<file path="src/rtl/mem_copy_dma_if.sv">
// ============================================================================
//  Module      : mem_copy_dma_if
//  Description : Memory request/acknowledge bus between a bus initiator
//                (master) and a memory responder (slave).
//                  mem_rd_en_o  read request, held until acknowledged
//                  mem_wr_en_o  write request, held until acknowledged
//                  mem_addr_o   word-aligned byte address of the request
//                  mem_data_o   write data
//                  mem_data_i   read data, valid with mem_ack_i on a read
//                  mem_ack_i    transaction acknowledge
//                The _o/_i suffixes are from the initiator's point of view.
//  Revision    : 1.0 - initial release
// ============================================================================
`default_nettype none

interface mem_copy_dma_if;
  logic        mem_rd_en_o;
  logic        mem_wr_en_o;
  logic [31:0] mem_addr_o;
  logic [31:0] mem_data_o;
  logic [31:0] mem_data_i;
  logic        mem_ack_i;

  modport master (
    output mem_rd_en_o,
    output mem_wr_en_o,
    output mem_addr_o,
    output mem_data_o,
    input  mem_data_i,
    input  mem_ack_i
  );

  modport slave (
    input  mem_rd_en_o,
    input  mem_wr_en_o,
    input  mem_addr_o,
    input  mem_data_o,
    output mem_data_i,
    output mem_ack_i
  );
endinterface

`default_nettype wire

</file>
<file path="src/rtl/mem_copy_dma.sv">
// ============================================================================
//  Module      : mem_copy_dma
//  Description : Simple DMA engine copying a block of 32-bit words from a
//                source range to a destination range, one read followed by
//                one write per word, each request held until acknowledged.
//                A one-cycle gap after every acknowledged request absorbs
//                duplicate acks from responders that re-ack a held request.
//                Unacknowledged requests abort after TIMEOUT_CYCLES cycles.
//  Ports       : clk, rst        clock / synchronous active-high reset
//                start_i         begin a transfer (only looked at when idle)
//                src_addr_i      source byte address (bits [1:0] ignored)
//                dst_addr_i      destination byte address (bits [1:0] ignored)
//                len_i           word count
//                busy_o          transfer in progress
//                done_o          one-cycle pulse at end (normal or aborted)
//                error_o         sticky timeout flag
//                words_done_o    words fully written in current/last transfer
//                bus             memory initiator port (master modport)
//  Revision    : 1.0 - initial release
// ============================================================================
`default_nettype none

module mem_copy_dma #(
  parameter int LEN_WIDTH      = 16,
  parameter int TIMEOUT_CYCLES = 256
) (
  input  wire logic                 clk,
  input  wire logic                 rst,
  input  wire logic                 start_i,
  input  wire logic [31:0]          src_addr_i,
  input  wire logic [31:0]          dst_addr_i,
  input  wire logic [LEN_WIDTH-1:0] len_i,
  output logic                      busy_o,
  output logic                      done_o,
  output logic                      error_o,
  output logic [LEN_WIDTH-1:0]      words_done_o,
  mem_copy_dma_if.master            bus
);

  localparam int                c_TO_W    = $clog2(TIMEOUT_CYCLES);
  localparam logic [c_TO_W-1:0] c_TO_LAST = c_TO_W'(TIMEOUT_CYCLES - 1);

  typedef enum logic [2:0] {
    S_IDLE   = 3'd0,
    S_RD_REQ = 3'd1,
    S_RD_GAP = 3'd2,
    S_WR_REQ = 3'd3,
    S_WR_GAP = 3'd4
  } state_t;

  state_t                r_state,   w_state_nxt;
  logic [31:0]           r_src,     w_src_nxt;
  logic [31:0]           r_dst,     w_dst_nxt;
  logic [LEN_WIDTH-1:0]  r_len,     w_len_nxt;
  logic [LEN_WIDTH-1:0]  r_words,   w_words_nxt;
  logic [31:0]           r_data,    w_data_nxt;
  logic [c_TO_W-1:0]     r_to_cnt,  w_to_nxt;
  logic                  r_busy,    w_busy_nxt;
  logic                  r_done,    w_done_nxt;
  logic                  r_error,   w_error_nxt;
  logic                  r_rd_en,   w_rd_nxt;
  logic                  r_wr_en,   w_wr_nxt;
  logic [31:0]           r_addr,    w_addr_nxt;

  logic [31:0]           w_src_al;
  logic [31:0]           w_dst_al;
  logic                  w_to_expired;
  logic                  w_unused_lsbs;

  assign w_src_al      = {src_addr_i[31:2], 2'b00};
  assign w_dst_al      = {dst_addr_i[31:2], 2'b00};
  assign w_unused_lsbs = ^{src_addr_i[1:0], dst_addr_i[1:0]};
  // Counter starts at 0 in the first request cycle, so reaching the last
  // value means the request has been held for TIMEOUT_CYCLES cycles.
  assign w_to_expired  = (r_to_cnt == c_TO_LAST);

  // Next-state and next-output logic. Every output is a register, so the
  // values below are what the outputs will show in the following cycle.
  always_comb begin
    w_state_nxt = r_state;
    w_src_nxt   = r_src;
    w_dst_nxt   = r_dst;
    w_len_nxt   = r_len;
    w_words_nxt = r_words;
    w_data_nxt  = r_data;
    w_to_nxt    = r_to_cnt;
    w_busy_nxt  = r_busy;
    w_done_nxt  = 1'b0;
    w_error_nxt = r_error;
    w_rd_nxt    = 1'b0;
    w_wr_nxt    = 1'b0;
    w_addr_nxt  = '0;

    case (r_state)
      S_IDLE: begin
        if (start_i) begin
          w_src_nxt   = w_src_al;
          w_dst_nxt   = w_dst_al;
          w_len_nxt   = len_i;
          w_words_nxt = '0;
          w_error_nxt = 1'b0;
          if (len_i == '0) begin
            w_done_nxt = 1'b1;
          end else begin
            w_state_nxt = S_RD_REQ;
            w_busy_nxt  = 1'b1;
            w_rd_nxt    = 1'b1;
            w_addr_nxt  = w_src_al;
            w_to_nxt    = '0;
          end
        end
      end

      S_RD_REQ: begin
        if (bus.mem_ack_i) begin
          w_data_nxt  = bus.mem_data_i;
          w_state_nxt = S_RD_GAP;
        end else if (w_to_expired) begin
          w_state_nxt = S_IDLE;
          w_busy_nxt  = 1'b0;
          w_done_nxt  = 1'b1;
          w_error_nxt = 1'b1;
        end else begin
          w_to_nxt   = r_to_cnt + c_TO_W'(1);
          w_rd_nxt   = 1'b1;
          w_addr_nxt = r_src;
        end
      end

      S_RD_GAP: begin
        w_state_nxt = S_WR_REQ;
        w_wr_nxt    = 1'b1;
        w_addr_nxt  = r_dst;
        w_to_nxt    = '0;
      end

      S_WR_REQ: begin
        if (bus.mem_ack_i) begin
          w_src_nxt   = r_src + 32'd4;
          w_dst_nxt   = r_dst + 32'd4;
          w_words_nxt = r_words + LEN_WIDTH'(1);
          w_state_nxt = S_WR_GAP;
        end else if (w_to_expired) begin
          w_state_nxt = S_IDLE;
          w_busy_nxt  = 1'b0;
          w_done_nxt  = 1'b1;
          w_error_nxt = 1'b1;
        end else begin
          w_to_nxt   = r_to_cnt + c_TO_W'(1);
          w_wr_nxt   = 1'b1;
          w_addr_nxt = r_dst;
        end
      end

      S_WR_GAP: begin
        if (r_words == r_len) begin
          w_state_nxt = S_IDLE;
          w_busy_nxt  = 1'b0;
          w_done_nxt  = 1'b1;
        end else begin
          w_state_nxt = S_RD_REQ;
          w_rd_nxt    = 1'b1;
          w_addr_nxt  = r_src;
          w_to_nxt    = '0;
        end
      end

      default: begin
        w_state_nxt = S_IDLE;
        w_busy_nxt  = 1'b0;
      end
    endcase
  end

  always_ff @(posedge clk) begin
    if (rst) begin
      r_state  <= S_IDLE;
      r_src    <= '0;
      r_dst    <= '0;
      r_len    <= '0;
      r_words  <= '0;
      r_data   <= '0;
      r_to_cnt <= '0;
      r_busy   <= 1'b0;
      r_done   <= 1'b0;
      r_error  <= 1'b0;
      r_rd_en  <= 1'b0;
      r_wr_en  <= 1'b0;
      r_addr   <= '0;
    end else begin
      r_state  <= w_state_nxt;
      r_src    <= w_src_nxt;
      r_dst    <= w_dst_nxt;
      r_len    <= w_len_nxt;
      r_words  <= w_words_nxt;
      r_data   <= w_data_nxt;
      r_to_cnt <= w_to_nxt;
      r_busy   <= w_busy_nxt;
      r_done   <= w_done_nxt;
      r_error  <= w_error_nxt;
      r_rd_en  <= w_rd_nxt;
      r_wr_en  <= w_wr_nxt;
      r_addr   <= w_addr_nxt;
    end
  end

  assign busy_o          = r_busy;
  assign done_o          = r_done;
  assign error_o         = r_error;
  assign words_done_o    = r_words;
  assign bus.mem_rd_en_o = r_rd_en;
  assign bus.mem_wr_en_o = r_wr_en;
  assign bus.mem_addr_o  = r_addr;
  // The captured read word is presented directly as write data.
  assign bus.mem_data_o  = r_data;

endmodule

`default_nettype wire

</file>
<file path="src/flat_wrapper.sv">
// flat-port wrapper written by rule: the top's interface ports become plain ports
module mem_copy_dma_flat 
#(
  parameter int LEN_WIDTH      = 16,
  parameter int TIMEOUT_CYCLES = 256
)
  (clk, rst, start_i, src_addr_i, dst_addr_i, len_i, busy_o, done_o, error_o, words_done_o, bus_mem_rd_en_o, bus_mem_wr_en_o, bus_mem_addr_o, bus_mem_data_o, bus_mem_data_i, bus_mem_ack_i);
  mem_copy_dma_if bus_i ();
  input  wire logic clk;
  input  wire logic rst;
  input  wire logic start_i;
  input  wire logic [31:0] src_addr_i;
  input  wire logic [31:0] dst_addr_i;
  input  wire logic [LEN_WIDTH-1:0] len_i;
  output logic busy_o;
  output logic done_o;
  output logic error_o;
  output logic [LEN_WIDTH-1:0] words_done_o;
  output wire logic [$bits(bus_i.mem_rd_en_o)-1:0] bus_mem_rd_en_o;
  output wire logic [$bits(bus_i.mem_wr_en_o)-1:0] bus_mem_wr_en_o;
  output wire logic [$bits(bus_i.mem_addr_o)-1:0] bus_mem_addr_o;
  output wire logic [$bits(bus_i.mem_data_o)-1:0] bus_mem_data_o;
  input wire logic [$bits(bus_i.mem_data_i)-1:0] bus_mem_data_i;
  input wire logic [$bits(bus_i.mem_ack_i)-1:0] bus_mem_ack_i;
  assign bus_mem_rd_en_o = bus_i.mem_rd_en_o;
  assign bus_mem_wr_en_o = bus_i.mem_wr_en_o;
  assign bus_mem_addr_o = bus_i.mem_addr_o;
  assign bus_mem_data_o = bus_i.mem_data_o;
  assign bus_i.mem_data_i = bus_mem_data_i;
  assign bus_i.mem_ack_i = bus_mem_ack_i;
  mem_copy_dma #(.LEN_WIDTH(LEN_WIDTH), .TIMEOUT_CYCLES(TIMEOUT_CYCLES)) u_core (.clk(clk), .rst(rst), .start_i(start_i), .src_addr_i(src_addr_i), .dst_addr_i(dst_addr_i), .len_i(len_i), .busy_o(busy_o), .done_o(done_o), .error_o(error_o), .words_done_o(words_done_o), .bus(bus_i));
endmodule
</file>
<file path="config.mk">
export PLATFORM = sky130hd
export DESIGN_NAME = mem_copy_dma_flat
export DESIGN_NICKNAME = d
export VERILOG_FILES = /design/src/rtl/mem_copy_dma_if.sv /design/src/rtl/mem_copy_dma.sv /design/src/flat_wrapper.sv
export SDC_FILE = /design/constraint.sdc
export NUM_CORES = 1
export LEC_CHECK = 0
export CAP_MARGIN = 20
export CORE_MARGIN = 4
export CORE_UTILIZATION = 39
export DETAILED_ROUTE_END_ITERATION = 8
export DONT_BUFFER_PORTS = 1
export GPL_TIMING_DRIVEN = 0
export SLEW_MARGIN = 20
export SYNTH_ARGS = -nofsm -noshare
export SYNTH_HDL_FRONTEND = slang
export SYNTH_SLANG_ARGS = --single-unit
export TNS_END_PERCENT = 5
</file>
<file path="constraint.sdc">
create_clock -name clk -period 2.4 [get_ports clk]
set_input_delay 0.48 -clock clk [delete_from_list [all_inputs] [get_ports clk]]
set_output_delay 0.48 -clock clk [all_outputs]
set_load 0.1 [all_outputs]
</file>
== Word level (Yosys, flattened, before mapping) ==
Cells that the tools add are included.
W data, S select, Z words.
Word-level totals
  register bits after elaboration: 176
  input bits: 116
  output and inout port bits: 85
  logic and storage cells: 98
Operators by class
  add/sub/neg operators: 4
  equal/unequal tests: 14
  multiplexer cells: 53
  bitwise logic cells: 1
  reduce and logical (&&, ||, !) cells: 13
Operator list (number)
  $mux W32: 11
  $pmux W32 S5: 1
  $pmux W32 S2: 2
  $add A32 B3 Y32 const B: 2
  $mux W8: 5
  $mux W16: 2
  $pmux W16 S2: 1
  $pmux W8 S4: 1
  $mux W1: 19
  $add A16 B1 Y16 const B: 1
  $eq A16 B16 Y1: 1
  $logic_not A16 Y1: 1
  $mux W3: 5
  $pmux W3 S5: 1
  $ne A2 B2 Y1 const B: 6
  $reduce_and A6 Y1: 2
  $add A8 B1 Y8 const B: 1
  $eq A8 B8 Y1 const B: 1
  $eq A3 B2 Y1 const B: 2
  $pmux W1 S3: 2
  $reduce_and A2 Y1: 3
  $ne A2 B1 Y1 const B: 2
  $pmux W1 S2: 2
  $pmux W1 S4: 1
  other kinds (9): 10

== Longest topological paths before layout ==
  depth in word-level cells: 4
  depth in mapped cells: 9
  mapped depth without buffers: 7

== Worst setup path after synthesis ==
Ideal clock, no wire load.
  path type: register -> register
  start point: register u_core.r_words[7] (netlist: u_core.words_done_o[7])
  end point: register u_core.r_to_cnt[1]
  setup time: 132 ps
  arrival time: 2405 ps
  data required time: 2268 ps
  slack: -137 ps
  stages on the path, launching flop included: 8
  buffers on the path: 1
  period minus slack after synthesis: 2537 ps
  cells stage by stage: dfxtp_1 clkbuf_1 xor2_1 nor4_1 nand4_1 o211ai_1 or2_2 a21oi_1
Between the ends
  cells in the longest elaborated chain, start to end: 3
RTL lines
  from (decl): line mem_copy_dma.sv:55  | logic [LEN_WIDTH-1:0] r_words, w_words_nxt;
  from (signal assigned): line mem_copy_dma.sv:195  | r_words <= w_words_nxt;
  $eq A16 B16 Y1: line mem_copy_dma.sv:156  | if (r_words == r_len) begin
  $ne A2 B2 Y1 (no line)
  $reduce_and A6 Y1 (no line)
  to (signal assigned): line mem_copy_dma.sv:197  | r_to_cnt <= w_to_nxt;
  to (decl): line mem_copy_dma.sv:57  | logic [c_TO_W-1:0] r_to_cnt, w_to_nxt;
Every way passes these cells.
A chain may end at the register's enable or synchronous reset.

== Worst setup path after layout ==
  start point: register u_core.r_state[1]
  end point: register u_core.r_addr[2] (netlist: u_core.bus.mem_addr_o[2])
Between the ends
  cells in the longest elaborated chain, start to end: 2
  elaborated cells on any way between the ends: 6
  classes of those cells: eq/ne (4); mux (1); reduce/logical (1)
RTL lines
  from (decl): line mem_copy_dma.sv:51  | state_t r_state, w_state_nxt;
  from (signal assigned): line mem_copy_dma.sv:191  | r_state <= w_state_nxt;
  $eq A3 B3 Y1, or another cell as far along: line mem_copy_dma.sv:94  | case (r_state)
  $pmux W32 S5 (*): line mem_copy_dma.sv:94
  to (signal assigned): line mem_copy_dma.sv:203  | r_addr <= w_addr_nxt;
  to (decl): line mem_copy_dma.sv:63  | logic [31:0] r_addr, w_addr_nxt;
Every way passes the cells marked *; elsewhere a longest branch is shown, timed or not.

==> impl_metrics.ini <==
[synthesis]
synth_common_cells = nand2_1, dfxtp_1, a21oi_1
synth_top_area_share_pct = 42.2
synth_most_common_cell = nand2_1
ys_types = 56
syn_nets = 1150
netlist_top_cells_area = dfxtp_1, nand2_1, a21oi_1, a22oi_1, o21ai_0
ys_warn_count = 0
synth_enable_flop_cells = 0
synth_compound_area_share_pct = 24.5
synthSimpleGateAreaFrac_pct = 24.4
ys_ff_latch = 171
avgSynthCellArea_um2 = 7.88
synth-xor-area-share_pct = 3.35
async_reset_ff_share_pct = 0
synth_top_family_by_area = compound AO/OA/AOI/OAI gates
synthMuxAreaShare_pct = 0.493
ys.flop_type = dfxtp_1
yosysSeqAreaShare_pct = 42.2
syn_area_um2 = 8120
synth_adder_area_share_pct = 0.617
synthesis.instances = 1030
synth_top_area_cell = dfxtp_1

[sta]
period_minus_slack_ns = 2.45
post-route-period-util_pct = 102
timing.final.hold_violations = 0
fin_ws_ns = -0.0504
rsz0062_at_grt = yes
tns_ns = -0.0704
slew_headroom_pct = 32.4
finalMaxSlewViolations = 0
hold_ws_ns = 0.179
setup_violations = 2
max_freq_ghz = 0.408
worst_pin_slew_ns = 1.01
fin_worst_skew_ns = 0.0133

[die]
die_area_um2 = 23200
start_util_pct = 39.9
rows = 52
die_w_um = 152
die_h_um = 152
io_pins = 201
core_um2 = 20400

[global_routing]
grt_max_degree = 17
grt_pass1_vias = 7811
grt_overflow = 0
grt_pass1_wl_mm = 45.8
grt_use_total_pct = 24.8
antenna_found_initial = 4

[clock_tree]
htreeDepth = 4
cts_max_path_buffers = 2
numCtsBuffers = 17
ctsHoldBuffers = 0
insertion_delay_ns = 0.44
clk_pin_slew_ns = 0.07
cts_sinks = 171
root_buffer = clkbuf_16
cts_tree = built

[drt]
firstDrtPassIters = 6
drc = 0
drt_iter0_markers = 790
routed_wl_mm = 29.9
drt-wirelength-per-cell_um = 22.4
ant_nets = 0
dr_total_vias = 8173
vias_per_cell = 6.13

[cells_and_area]
final_layout_size_suffix_gt1_share_pct = 10.5
area_growth_pct = 13.2
nets = 1169
final_core_util_pct = 45.1

[job]
maxCapViolCount = 0

[power]
total_leakage_power_nw = 3.20
irDropWorstVdd_v = 0.000457
powerDensity_nw_per_um2 = 787

[worst_setup_path]
crit_required_ns = 2.70
critPathLaunchType = register
worstPathMaxFanout = 10
crit_arrival_ns = 2.76
crit_chain = or3b_1 > a21oi_2 > and3_1 > clkbuf_1 > clkbuf_4 > a22oi_1 > o2bb2ai_1
critPathKind = register to register
slowest_delay_ns = 0.39
cp_slowest_cell = or3b_1
cp-end-kind = register

[placed_design]
pre_cts_ws_ns = -0.758
gp_congestion = 0.945
port_buffers = 0
dp_hpwl_mm = 21.6

[hold_path]
min_path_type = primary input to register

[outcome]
outcome = complete, but fails checks
violations = setup timing
==> final cells by class <==
type                       instances  area [µm²]
fill                            2076       11200
multi-input combinational        772        4400
sequential                       171        3480
clock buffer                      18         439
buffer                            77         363
tap                              270         338
clock inverter                    13         118
inverter                           9        33.8
timing repair buffer               1        7.51
antenna                            3        7.51
==> logic make-up (layout without fill, tap and decap cells) <==
kind of cell / count (synthesis) / after routing
compound gates: 310 / 310
xor+xnor: 31 / 31
fa+ha+maj: 4 / 4
buf+inv: 87 / 118
flops: 171 / 171
mux: 4 / 4
other cells: 1 / 4
simple gates: 422 / 422
==> timing repair <==
action                                  in CTS  in global routing
gates resized for setup                     53                 30
endpoints found under the hold margin        0                  0
endpoints found under the setup margin     126                122
pin swaps                                    1                  0
setup buffers                                1                  0
cloned                                       0                  0
==> critical path, delay by kind of cell, from the launching register on <==
family,cells,cell delay (ns)
flip-flops,1,0.33
AO/OA/AOI/OAI,3,0.74
buffers and inverters,2,0.66
AND/OR/NAND/NOR,2,0.59
==> path summary, 6_finish.rpt <==
kind	from	end	slack [ns]	cells past startpoint
max	u_core.r_state[1]	u_core.bus.mem_addr_o[2]	-0.05	7
min	bus_mem_data_i[5]	u_core.bus.mem_data_o[5]	0.18	2
max reg2reg	u_core.r_state[1]	u_core.bus.mem_addr_o[2]	-0.05	7
min reg2reg	u_core.r_len[0]	u_core.r_len[0]	0.47	2
==> sequential cells by signal (all words and copies together) (netlist names) <==
name,count
u_core.r_len,16
u_core.bus.mem_rd_en_o,1
u_core.bus.mem_addr_o,31
u_core.r_to_cnt,8
u_core.error_o,1
u_core.bus.mem_wr_en_o,1
u_core.r_dst,30
u_core.r_state,3
u_core.busy_o,1
u_core.bus.mem_data_o,32
u_core.done_o,1
u_core.words_done_o,16
u_core.r_src,30
==> stage by stage <==
stage                     power (mW)  std cells  area, µm²
final                           7.23       1334       9190
after global routing            7.49       1333       9180
after CTS                       7.24       1332       9140
after detailed placement        4.58       1300       8460
after global placement          4.57       1300       8460
after floorplan                 4.28       1030       8120
==> layer usage <==
| layer | global-route usage [%] | share of wire [%] | wire length, µm | vias to the layer above |
|---|---|---|---|---|
| met5 | 0 | 0.11 | 32 | - |
| met4 | 10.1 | 3.3 | 992 | 4 |
| met3 | 7.75 | 11 | 3430 | 82 |
| met2 | 38.3 | 44 | 13300 | 476 |
| met1 | 32.3 | 41 | 12100 | 3843 |
| li1 | - | - | - | 3768 |
==> placed cells by master (no fill, tap or decap), drive strengths merged, types with 5 or more instances in the layout <==
master	instances
a21o	8
nor4	17
o22ai	10
buf	17
a21oi	103
nor3	20
inv	12
and4	7
o21ai	53
a311oi	12
or3	12
clkinvlp	5
a31oi	11
nand3	42
and3	26
o2bb2ai	30
nor2b	10
and2	7
nand2b	6
dfxtp	171
a22oi	36
nand2	176
a211oi	21
xnor2	9
nor2	71
nand4	16
xor2	22
clkbuf	79
==> power breakdown <==
part           switching, mW  leakage (nW)  total [mW]  internal, mW
logic                  0.564          1.53       0.863         0.299
clock network           1.23         0.261        2.68          1.46
registers              0.667          1.41        3.68          3.01
total                   2.46          3.20        7.23          4.77
No activity file was read; power rests on OpenSTA's default activity.
